===== config.mk =====
export PLATFORM = sky130hd
export DESIGN_NAME = alu_issue_stage
export DESIGN_NICKNAME = d
export VERILOG_FILES = /design/src/rtl/alu_issue_stage.sv
export SDC_FILE = /design/constraint.sdc
export NUM_CORES = 1
export LEC_CHECK = 0
export CORE_ASPECT_RATIO = 1.75
export CORE_MARGIN = 2
export CORE_UTILIZATION = 38
export DETAILED_ROUTE_END_ITERATION = 10
export PLACE_DENSITY = 0.65
export SLEW_MARGIN = 20
export SYNTH_ARGS = -nofsm -noshare
export SYNTH_HDL_FRONTEND = slang
export SYNTH_SLANG_ARGS = --single-unit

===== constraint.sdc =====
create_clock -name clk -period 18.7 [get_ports clk]
set_input_delay 1.87 -clock clk [delete_from_list [all_inputs] [get_ports clk]]
set_output_delay 1.87 -clock clk [all_outputs]
set_load 0.005 [all_outputs]

===== src/rtl/alu_issue_stage.sv =====
// -----------------------------------------------------------------------------
// alu_issue_stage
//
// Decode/issue stage between register-file read and the ALU. It decodes RV32I
// R-type, I-type ALU, LUI/AUIPC and BEQ/BNE/BLT/BGE into the 4-bit ALU
// encoding and assembles the {op, opA, opB} bundle plus branch target and
// writeback control. Decoded bundles go into a 2-entry skid buffer with
// valid/ready handshakes on both sides. Latency is 1 cycle and throughput is
// 1 per cycle.
//
// Configuration macro: ALU_ILLEGAL_TRAP_EN
//   defined   : out_illegal port exists; unsupported encodings are enqueued
//               with out_illegal=1 and zeroed op/operands/we.
//   undefined : no out_illegal port; unsupported encodings become a NOP.
//
// Ports
//   clk, rst            rising-edge clock, asynchronous active-high reset
//   flush               drop all buffered entries and any same-cycle input
//   in_valid/in_ready   upstream handshake (in_ready = buffer not full)
//   in_instr, in_pc     raw instruction and its PC
//   in_rs1_data/rs2     register-file read data
//   out_valid/out_ready downstream handshake on the head entry
//   out_op              0 ADD,1 SUB,2 AND,3 OR,4 XOR,5 SLL,6 SRL,7 SRA,
//                       8 BEQ,9 BNE,A BLT,B BGE
//   out_opA, out_opB    ALU operands
//   out_is_branch       op is a branch compare
//   out_br_target       pc + B-immediate for branches, else 0
//   out_rd, out_we      destination register and writeback enable
//   out_pc              passthrough PC
//   out_illegal         unsupported encoding (only with ALU_ILLEGAL_TRAP_EN)
// -----------------------------------------------------------------------------
module alu_issue_stage #(
  parameter int XLEN       = 32,
  parameter int SKID_DEPTH = 2
) (
  input  logic            clk,
  input  logic            rst,
  input  logic            flush,
  input  logic            in_valid,
  output logic            in_ready,
  input  logic [31:0]     in_instr,
  input  logic [XLEN-1:0] in_pc,
  input  logic [XLEN-1:0] in_rs1_data,
  input  logic [XLEN-1:0] in_rs2_data,
  output logic            out_valid,
  input  logic            out_ready,
  output logic [3:0]      out_op,
  output logic [XLEN-1:0] out_opA,
  output logic [XLEN-1:0] out_opB,
  output logic            out_is_branch,
  output logic [XLEN-1:0] out_br_target,
  output logic [4:0]      out_rd,
  output logic            out_we,
  output logic [XLEN-1:0] out_pc
`ifdef ALU_ILLEGAL_TRAP_EN
  ,
  output logic            out_illegal
`endif
);

  typedef enum logic [3:0] {
    OP_ADD = 4'h0, OP_SUB = 4'h1, OP_AND = 4'h2, OP_OR  = 4'h3,
    OP_XOR = 4'h4, OP_SLL = 4'h5, OP_SRL = 4'h6, OP_SRA = 4'h7,
    OP_BEQ = 4'h8, OP_BNE = 4'h9, OP_BLT = 4'hA, OP_BGE = 4'hB
  } alu_op_e;

  localparam logic [6:0] OPC_R     = 7'b0110011;
  localparam logic [6:0] OPC_I     = 7'b0010011;
  localparam logic [6:0] OPC_LUI   = 7'b0110111;
  localparam logic [6:0] OPC_AUIPC = 7'b0010111;
  localparam logic [6:0] OPC_BR    = 7'b1100011;

  localparam logic [1:0] LP_FULL   = 2'(SKID_DEPTH);

  typedef struct packed {
    alu_op_e         op;
    logic [XLEN-1:0] opa;
    logic [XLEN-1:0] opb;
    logic            is_branch;
    logic [XLEN-1:0] br_target;
    logic [4:0]      rd;
    logic            we;
    logic [XLEN-1:0] pc;
`ifdef ALU_ILLEGAL_TRAP_EN
    logic            illegal;
`endif
  } entry_t;

  // ---------------------------------------------------------------------------
  // Instruction fields
  // ---------------------------------------------------------------------------
  logic [6:0]      w_opcode;
  logic [2:0]      w_funct3;
  logic [6:0]      w_funct7;
  logic [4:0]      w_rd_field;
  logic [XLEN-1:0] w_imm_i;
  logic [XLEN-1:0] w_imm_u;
  logic [XLEN-1:0] w_imm_b;
  logic [XLEN-1:0] w_shamt;
  logic            w_unused_rs1_idx;

  assign w_opcode   = in_instr[6:0];
  assign w_funct3   = in_instr[14:12];
  assign w_funct7   = in_instr[31:25];
  assign w_rd_field = in_instr[11:7];
  assign w_imm_i    = {{(XLEN-12){in_instr[31]}}, in_instr[31:20]};
  assign w_imm_u    = {in_instr[31:12], 12'b0};
  assign w_imm_b    = {{(XLEN-13){in_instr[31]}}, in_instr[31], in_instr[7],
                       in_instr[30:25], in_instr[11:8], 1'b0};
  assign w_shamt    = {{(XLEN-5){1'b0}}, in_instr[24:20]};
  // Register indices are resolved upstream; only the read data is used here.
  assign w_unused_rs1_idx = &{1'b0, in_instr[19:15]};

  // ---------------------------------------------------------------------------
  // Decode
  // ---------------------------------------------------------------------------
  logic            w_legal;
  alu_op_e         w_op;
  logic [XLEN-1:0] w_opa;
  logic [XLEN-1:0] w_opb;
  logic            w_is_br;

  always_comb begin
    // NOTE: every output gets a default first so no path leaves it unassigned
    // and no latch is inferred.
    w_legal = 1'b0;
    w_op    = OP_ADD;
    w_opa   = '0;
    w_opb   = '0;
    w_is_br = 1'b0;
    case (w_opcode)
      OPC_R: begin
        w_legal = 1'b1;
        w_opa   = in_rs1_data;
        w_opb   = in_rs2_data;
        case ({w_funct7, w_funct3})
          {7'h00, 3'b000}: w_op = OP_ADD;
          {7'h20, 3'b000}: w_op = OP_SUB;
          {7'h00, 3'b001}: w_op = OP_SLL;
          {7'h00, 3'b100}: w_op = OP_XOR;
          {7'h00, 3'b101}: w_op = OP_SRL;
          {7'h20, 3'b101}: w_op = OP_SRA;
          {7'h00, 3'b110}: w_op = OP_OR;
          {7'h00, 3'b111}: w_op = OP_AND;
          default:         w_legal = 1'b0;   // SLT/SLTU and bad funct7
        endcase
      end
      OPC_I: begin
        w_legal = 1'b1;
        w_opa   = in_rs1_data;
        w_opb   = w_imm_i;
        case (w_funct3)
          3'b000: w_op = OP_ADD;
          3'b100: w_op = OP_XOR;
          3'b110: w_op = OP_OR;
          3'b111: w_op = OP_AND;
          3'b001: begin
            w_op    = OP_SLL;
            w_opb   = w_shamt;
            w_legal = (w_funct7 == 7'h00);
          end
          3'b101: begin
            w_opb = w_shamt;
            if (w_funct7 == 7'h00)      w_op = OP_SRL;
            else if (w_funct7 == 7'h20) w_op = OP_SRA;
            else                        w_legal = 1'b0;
          end
          default: w_legal = 1'b0;          // SLTI/SLTIU
        endcase
      end
      OPC_LUI: begin
        w_legal = 1'b1;
        w_opb   = w_imm_u;
      end
      OPC_AUIPC: begin
        w_legal = 1'b1;
        w_opa   = in_pc;
        w_opb   = w_imm_u;
      end
      OPC_BR: begin
        w_legal = 1'b1;
        w_is_br = 1'b1;
        w_opa   = in_rs1_data;
        w_opb   = in_rs2_data;
        case (w_funct3)
          3'b000:  w_op = OP_BEQ;
          3'b001:  w_op = OP_BNE;
          3'b100:  w_op = OP_BLT;
          3'b101:  w_op = OP_BGE;
          default: w_legal = 1'b0;          // BLTU/BGEU
        endcase
      end
      default: w_legal = 1'b0;
    endcase
  end

  // Unsupported encodings collapse to an all-zero NOP bundle.
  entry_t w_entry;

  always_comb begin
    w_entry           = '0;
    w_entry.pc        = in_pc;
`ifdef ALU_ILLEGAL_TRAP_EN
    w_entry.illegal   = ~w_legal;
`endif
    if (w_legal) begin
      w_entry.op        = w_op;
      w_entry.opa       = w_opa;
      w_entry.opb       = w_opb;
      w_entry.is_branch = w_is_br;
      w_entry.br_target = w_is_br ? (in_pc + w_imm_b) : '0;
      w_entry.rd        = w_is_br ? 5'd0 : w_rd_field;
      w_entry.we        = ~w_is_br && (w_rd_field != 5'd0);
    end
  end

  // ---------------------------------------------------------------------------
  // Skid buffer: two entries addressed by 1-bit read/write pointers
  // ---------------------------------------------------------------------------
  entry_t     r_mem [SKID_DEPTH];
  logic       r_wr_ptr;
  logic       r_rd_ptr;
  logic [1:0] r_count;
  logic       w_push;
  logic       w_pop;

  // in_ready depends only on the registered count, never on out_ready.
  assign in_ready  = (r_count != LP_FULL);
  assign out_valid = (r_count != 2'd0);
  assign w_push    = in_valid && in_ready;
  assign w_pop     = out_valid && out_ready;

  // NOTE: sequential state uses non-blocking assignments so every register
  // samples the pre-edge values of the others.
  always_ff @(posedge clk or posedge rst) begin
    if (rst) begin
      r_count  <= 2'd0;
      r_wr_ptr <= 1'b0;
      r_rd_ptr <= 1'b0;
      // NOTE: the storage is reset too because the head entry drives the
      // out_* data pins, which must read zero out of reset.
      for (int i = 0; i < SKID_DEPTH; i++) r_mem[i] <= '0;
    end else if (flush) begin
      // Flush overrides any same-cycle push and pop.
      r_count  <= 2'd0;
      r_wr_ptr <= 1'b0;
      r_rd_ptr <= 1'b0;
    end else begin
      if (w_push) begin
        r_mem[r_wr_ptr] <= w_entry;
        r_wr_ptr        <= ~r_wr_ptr;
      end
      if (w_pop) r_rd_ptr <= ~r_rd_ptr;
      case ({w_push, w_pop})
        2'b10:   r_count <= r_count + 2'd1;
        2'b01:   r_count <= r_count - 2'd1;
        default: r_count <= r_count;
      endcase
    end
  end

  // ---------------------------------------------------------------------------
  // Head entry drives the outputs
  // ---------------------------------------------------------------------------
  entry_t w_head;

  assign w_head        = r_mem[r_rd_ptr];
  assign out_op        = w_head.op;
  assign out_opA       = w_head.opa;
  assign out_opB       = w_head.opb;
  assign out_is_branch = w_head.is_branch;
  assign out_br_target = w_head.br_target;
  assign out_rd        = w_head.rd;
  assign out_we        = w_head.we;
  assign out_pc        = w_head.pc;
`ifdef ALU_ILLEGAL_TRAP_EN
  assign out_illegal   = w_head.illegal;
`endif

endmodule


==> flow_metrics.tcl <==
set metrics [dict create \
    slew_viol_final 0 \
    hold_class "reg2reg" \
    nNetsFinal 1960 \
    final_cell_mix "462 x nand2_1, 281 x dfrtp_1, 273 x clkdlybuf4s50_1, 141 x o21ai_0, 141 x mux2_2" \
    syn_inst 1579 \
    worst_slack_ns 13.15 \
    clkPwrFrac_pct 39.8 \
    worst_slew_pin_slew_ns 1.102 \
    io_pins 274 \
    grt_pass1_vias 12910 \
    arrival_ns 3.68 \
    rsz0062_at_grt "false" \
    finalWorstPathRequiredPeriod_ns 5.554 \
    antenna_left 0 \
    drtIter0Drc 735 \
    seq_area_frac_synth_pct 48.07 \
    htreeDepth 1 \
    portBuffers 273 \
    die_area_um2 40280 \
    ys_warn_count 0 \
    placedCellCount 2251 \
    relSlewSlack_pct 26.50 \
    cts_buffers 28 \
    cts_buffer_depth 3 \
    setup_viol 0 \
    final_cell_count_no_fill 2303 \
    fin_skew_ns 0.01852 \
    final_common_cell "nand2_1" \
    die_width_um 152.6 \
    internal_power_w 0.001135 \
    via_count 12580 \
    die_y_um 264 \
    cts-root-buf "clkbuf_16" \
    p_total_w 0.001552 \
    drv_cap 0 \
    ir_drop_v 0.00007157 \
    clk_pin_slew_ns 0.06 \
    place_ws_ns 13.72 \
    p_leak_nw 8.251 \
    p_sw_w 0.0004167 \
    synthArstFlopShare_pct 100.0 \
    drtPass1Iterations 7 \
    layout-drive-gt1-share_pct 12.55 \
    grt_util_all_layers_pct 23.11 \
    post_drt_via_cell_ratio 5.462 \
    finalHoldViolations 0 \
    cp_max_fo 67 \
    max_freq_ghz 0.1801 \
    syn-num-nets 1743 \
    synth_edf_count 0 \
    crit_type "reg2out" \
    ys.flop_type "dfrtp_1" \
    wirelength_um 47970 \
    p_per_area_nw_per_um2 82.56 \
    period_share_pct 29.70 \
    fillers 3604 \
    critPathCaptureType "output pin" \
    postSynthAreaPerCell_um2 9.296 \
    required_ns 16.83 \
    seqPwrFrac_pct 43.5 \
    synth_seq_cells 282 \
    critPathLaunchType "flop" \
    core_area_um2 38270 \
    postCtsHoldBufs 0 \
    drc 0 \
    clk_latency_ns 0.57 \
    cts_resized 0 \
    combPwrFrac_pct 16.7 \
    synth_cell_types 62 \
    grt_pass1_wl_um 74260 \
    antenna_found_initial 2 \
    initial_core_util_pct 38.35 \
    clock-sinks 282 \
    switching_share_pct 26.85 \
    grt_max_degree 155 \
    cts_setup_buffers 0 \
    wl_per_cell_um 20.83 \
    place_congestion 0.8637 \
    place_hpwl_um 33810 \
    area_delta_synth_final_pct 28.07 \
    cts_tree "done" \
    mappedNetlistArea_um2 14680 \
    overflow 0 \
    rows 95 \
    outcome "finished clean" \
    tns_ns 0 \
]
## routing by layer
metal	track usage [%]	part of all wire (%)
met1	26.60	38
met2	41.67	52
met3	3.264	4.5
met4	11.54	5.3
met5	0	0.027
## logic make-up after synthesis
family                     count (synthesis)  synth area share (%)
AOI/OAI and AO/OA                        419                 17.93
xor gates and xnor gates                  28                 1.671
buffers and inverters                    111                 3.043
DFF                                      282                 48.07
adders and majority gates                 31                 2.693
muxes                                    141                 10.82
and+or+nand+nor                          567                 15.78
## cells in the mapped netlist, types with 19 or more instances
library cell | count | share of area (%)
a21oi_1 | 40 | 1.4
a22oi_1 | 66 | 3.4
nand2_1 | 463 | 12
a221o_1 | 19 | 1.3
o21ai_0 | 141 | 4.8
dfrtp_1 | 282 | 48
mux2_2 | 141 | 11
clkbuf_1 | 73 | 1.9
a22o_1 | 30 | 1.8
o21ai_1 | 72 | 2.5
ha_1 | 30 | 2.6
buf_2 | 24 | 0.82
nor2_1 | 36 | 0.92
## sequential cells by signal (all words and copies together) (netlist names)
name / cells
r_mem: 278
r_rd_ptr: 1
r_count: 2
r_wr_ptr: 1
## through the flow
stage                     util (%)  cell area [um^2]  hold WS, ns
after global placement       46.50             17800       0.4470
after floorplan                  -             14680       0.4331
after detailed placement     46.50             17800       0.4570
after CTS                    49.11             18800       0.4719
after global routing         49.12             18800       0.4861
final                        49.12             18800       0.4702
## final timing paths
path | slack, ns | start | endpoint | cells past startpoint
min in group asynchronous | 1.89 | rst | r_count[1] | 2
setup / recovery | 13.15 | r_rd_ptr | out_opB[31] | 4
hold / removal | 0.47 | r_mem[151] | r_mem[151] | 2
setup reg to reg | 15.98 | r_count[0] | r_mem[109] | 7
max in group asynchronous | 15.34 | rst | r_mem[144] | 3
hold reg to reg | 0.47 | r_mem[151] | r_mem[151] | 2
## critical path: stages, from the launching register on
cell,delay (ns)
dfrtp_4,0.57
buf_4,0.82
buf_4,0.73
mux2_2,0.42
clkdlybuf4s50_1,0.46
## power groups by stage
stage / clock, W / combinational, W / sequential, W
final: 0.000617 / 0.000259 / 0.000676
after global routing: 0.000654 / 0.000285 / 0.000679
after CTS: 0.000629 / 0.000262 / 0.000675
after detailed placement: 0 / 0.000260 / 0.000686
after global placement: 0 / 0.000256 / 0.000684
after floorplan: 0 / 0.000149 / 0.000672
## layout make-up
cell class              count  area (um^2)  share of cell area (%)
clock buffers              36        792.0                   4.213
multi-input cells        1186         7222                   38.42
repair buffers            289         2865                   15.24
flip-flops and latches    282         7061                   37.56
well taps                 485        606.8                   3.228
inverters                   9        41.29                  0.2196
clock inverters            15        209.0                   1.111
diodes                      1        2.502                 0.01331
No activity file was read; power rests on OpenSTA's default activity.
==> RTL change 1 (config.mk and constraints unchanged) <==
The parameter `SKID_DEPTH` goes from 2 to 1.
--- a/src/rtl/alu_issue_stage.sv
+++ b/src/rtl/alu_issue_stage.sv
@@ -31,7 +31,7 @@
 // -----------------------------------------------------------------------------
 module alu_issue_stage #(
   parameter int XLEN       = 32,
-  parameter int SKID_DEPTH = 2
+  parameter int SKID_DEPTH = 1
 ) (
   input  logic            clk,
   input  logic            rst,
Check against the original RTL: not equivalent (a bounded check fails within 4 cycles, from zero or initial values and one cycle with rst high).
==> RTL change 1 against the unedited design <==
- clock power decreased by 40%
- register-to-register slack lost 90 ps
- power is 34% lower
- area after synthesis shrank 48%
- synthesized cell count shrank 47%
- final area decreased by 40%
- sequential cell count shrank 140
- wire length down 40%
- utilization grew 7.8 points
- worst setup slack gained 1000 ps
- via count is 41% lower
- first-iteration DRC count is 35% lower
- count of clock-buffer cells in the layout is 19 lower
- critical endpoint is now r_mem[67]
- highest routed layer is now met4
==> RTL change 1: results (changes against the unedited design) <==
metric;value;unit;change
status;finished clean;;
synthAdderAreaFrac;5.49;%;+2.8 points
htree_num_levels;4;;+3
cts_buffers;17;;-39%
clkCellAreaFrac;5.64;%;+0.32 points
nets;1264;;-36%
synth.avg_cell_area;9.07;µm²;-2.5%
place_area;10600;µm²;-40%
hold_end;r_mem[18];;
path_max_fanout;3;;-96%
drt_iter0_markers;478;;-35%
fillers;1842;;-49%
clkLatencyLatePin;420;ps;-150 ps
signal_buffers;283;;-2.1%
synth_top_cells_by_area;dfrtp_1 (46%), nand2_1 (9.4%), o21ai_0 (5.6%);;
reg2reg_to;r_mem[65];;
viasPerCell;5.51;;+0.83%
numPlacedInstances;1324;;-41%
groute.layer.met1.usage;28.0;%;+1.4 points
critPathMaxStageDelay;530;ps;-290 ps
drive_gt1_share;5.40;%;-7.1 points
synth_xor_area_share;3.55;%;+1.9 points
grt_pass1_vias;7763;;-40%
cts_resized;0;;unchanged
grt_max_degree;96;;-38%
yosysSeqAreaShare;46.4;%;-1.6 points
p_leak;4.93;nW;-40%
nFlopsAndLatches;142;;-50%
critical_path_arrival;4820;ps;+1140 ps
synth_compound_area_share;23.1;%;+5.2 points
grtUsageTotal;26.6;%;+3.5 points
synth.area.mux_share;0.147;%;-11 points
cts_buffer_depth;2;;-1
cp_slowest_cell;clkdlybuf4s50_1;;
synth_cell_types;58;;-6.5%
numPortBuffers;273;;unchanged
clockBufferCount;17;;-53%
num-nonclk-inverters;17;;+8
tightest_slew;1130;ps;+29.0 ps
dpl.hpwl;21.5;mm;-36%
core_area;19700;µm²;-48%
buf_share;25.0;%;+9.8 points
place_congestion;0.925;;+7.1%
routed_wl;28.6;mm;-40%
multi_input_cells;637;;-46%
synth_top_cells_by_count;nand2_1 (192), dfrtp_1 (142), o21ai_0 (86);;
regToRegSetupSlack;15890;ps;-90 ps
dr.pass1.iters;5;;-2
dp_slack;13830;ps;+111 ps
grt_pass1_wl;43.9;mm;-41%
cp_top_family;compound AO/OA/AOI/OAI gates;;
antenna_found_initial;0;;-2
synth_nets;1010;;-42%
top_regs;r_mem x139, r_count x2, r_wr_ptr x1;;
stdcell_area;11200;µm²;-40%
hold_start;r_mem[18];;
vias;7473;;-41%
register_area;3550;µm²;-50%
vdd_ir_drop_max;66.0;µV;-7.8%
[RTL change 1: cell types whose count changed after synthesis, moves of 53 or more]
cell     unedited run  this run
o21ai_1            72         2
a22oi_1            66        13
o21ai_0           141        86
nand2_1           463       192
dfrtp_1           282       142
mux2_2            141         1
[RTL change 1: how the worst max path moves through the flow]
stage,slack (ps),cells after the start,to,from
detailed placement,13830,12,r_mem[67],in_instr[8]
finish,14180,12,r_mem[67],in_instr[8]
CTS,14260,12,r_mem[67],in_instr[8]
global route,13990,12,r_mem[67],in_instr[8]
global placement,13860,12,r_mem[67],in_pc[1]
floorplan,13020,1,r_count[0],rst
[RTL change 1: where the power goes]
part / switching [mW] / internal, mW
combinational: 0.143 / 0.140
clock: 0.144 / 0.226
sequential: 0.0219 / 0.346
total: 0.308 / 0.711
[RTL change 1: metal layers]
layer | wire length (µm) | vias up
met3 | 1640 | 60
met1 | 10100 | 3594
met4 | 1040 | 0
met2 | 15800 | 311
met5 | 0 | -
li1 | - | 3508
==> RTL change 2 (config.mk and constraints unchanged) <==
Made on the original files. Reset style: synchronous (`rst`), changed in one clocked block. Comments in the files are not updated.
--- a/src/rtl/alu_issue_stage.sv
+++ b/src/rtl/alu_issue_stage.sv
@@ -232,7 +232,7 @@
 
   // NOTE: sequential state uses non-blocking assignments so every register
   // samples the pre-edge values of the others.
-  always_ff @(posedge clk or posedge rst) begin
+  always_ff @(posedge clk) begin
     if (rst) begin
       r_count  <= 2'd0;
       r_wr_ptr <= 1'b0;
Behaviour: not the same (a bounded check fails within 4 cycles, from zero or initial values and one cycle with rst high; the reset may be asserted at any time).
==> RTL change 2 against the unedited design <==
- wire length decreased by 7.6%
- sequential cell count increased by 1
- worst setup slack improved by 140 ps
- hold slack improved by 72 ps
- area after synthesis decreased by 2.6%
- utilization increased by 0.053 points
- power decreased by 3.9%
- clock power decreased by 11%
- final area decreased by 2.2%
- critical endpoint is now out_pc[12]
- largest cell class is now flip-flops and latches
- highest routed layer is now met4
==> RTL change 2: results (changes against the unedited design) <==
metric;value;unit;change
routed_wl;44.3;mm;-7.6%
dr.pass1.iters;5;;-2
critical_path_arrival;3550;ps;-130 ps
p_sw;0.361;mW;-13%
drive_gt1_share;15.5;%;+2.9 points
synth_edf_count;278;;+278
skew;11.4;ps;-7.12 ps
nets;1580;;-19%
async_flop_share;0;%;-100 points
p_leak;6.52;nW;-21%
synth_top_cells_by_count;edfxtp_1 (278), nor2_1 (223), mux2_2 (139);;
synth_nets;1330;;-24%
path_clk_slew;70;ps;
antenna_found_initial;1;;-1
vias;10400;;-17%
synth_cell_types;63;;+1.6%
min_period;5420;ps;-138 ps
cts_buffers;27;;-3.6%
synth_flop_cell;edfxtp_1;;
relSlewSlack;29.9;%;+3.4 points
grt_max_degree;73;;-53%
place_congestion;0.871;;+0.87%
synth_top_cells_by_area;edfxtp_1 (58%), mux2_2 (11%), nor2_1 (5.9%);;
r2r_cells;6;;-1
grt_pass1_vias;10700;;-17%
clkLatencyLatePin;550;ps;-20 ps
drt_iter0_markers;613;;-17%
vdd_ir_drop_max;57.1;µV;-20%
status;finished clean;;
yosysSeqAreaShare;59.1;%;+11 points
grtUsageTotal;22.0;%;-1.1 points
path_max_fanout;72;;+7.5%
RTL change 2: cell types whose count changed after synthesis, sizes merged, moves of 9 or more:
cell / before / now
buf: 29 / 20
inv: 9 / 20
edfxtp: 0 / 278
nand2: 464 / 35
o21ai: 214 / 28
clkbuf: 73 / 48
dfrtp: 282 / 0
a221oi: 1 / 21
and2: 6 / 77
a221o: 19 / 1
a22o: 30 / 0
nor2: 37 / 223
nor3: 7 / 17
a22oi: 66 / 48
RTL change 2: routing by layer:
metal	global-route usage, %	share of wire, %
met2	43.1	57
met3	3.04	6.3
met1	22.9	33
met4	9.45	3.9
met5	0	0
RTL change 2: final timing paths:
check             startpoint  slack [ps]           end
setup / recovery   flip-flop       13280    out_pc[12]
hold / removal      r_rd_ptr         540     flip-flop
setup reg to reg  r_count[0]       15070  r_mem[0][61]
hold reg to reg     r_rd_ptr         540     flip-flop
RTL change 2: critical path: stages, from the launching register on:
cell and delay [ps]:
dfxtp_4 940, buf_4 950, mux2_2 470, clkdlybuf4s50_1 460
RTL change 2: layout make-up:
cell class                 instances  area, µm²
antenna                            1       2.50
clock buffer                      30        687
clock inverter                    19        193
fill                            3358      19000
inverter                          20       75.1
multi-input combinational        794       5510
sequential                       283       8450
tap                              480        601
timing repair buffer             289       2870
RTL change 2: power by group through the flow:
stage,Sequential [mW],Clock [mW],Combinational (mW)
floorplan,0.743,0,0.0987
global placement,0.742,0,0.210
detailed placement,0.744,0,0.211
CTS,0.730,0.563,0.213
global route,0.732,0.589,0.225
finish,0.730,0.551,0.210
RTL change 2: kinds of logic after synthesis:
logic type                 Yosys count  share of synthesized area [%]
DFF                                283                           59.1
AOI/OAI and AO/OA                  176                           8.54
xor gates and xnor gates            33                           2.02
and+or+nand+nor                    414                           13.9
buffers and inverters               88                           2.63
adders and majority gates           32                           2.85
muxes                              139                           10.9
RTL change 2: stage by stage:
step	instance area, µm²	setup WS, ps	cells	hold slack [ps]
floorplan	14300	12360	1165	520
global placement	17500	13140	1865	532
detailed placement	17500	13110	1866	524
CTS	18400	13250	1915	542
global route	18400	13130	1916	569
finish	18400	13280	1916	543
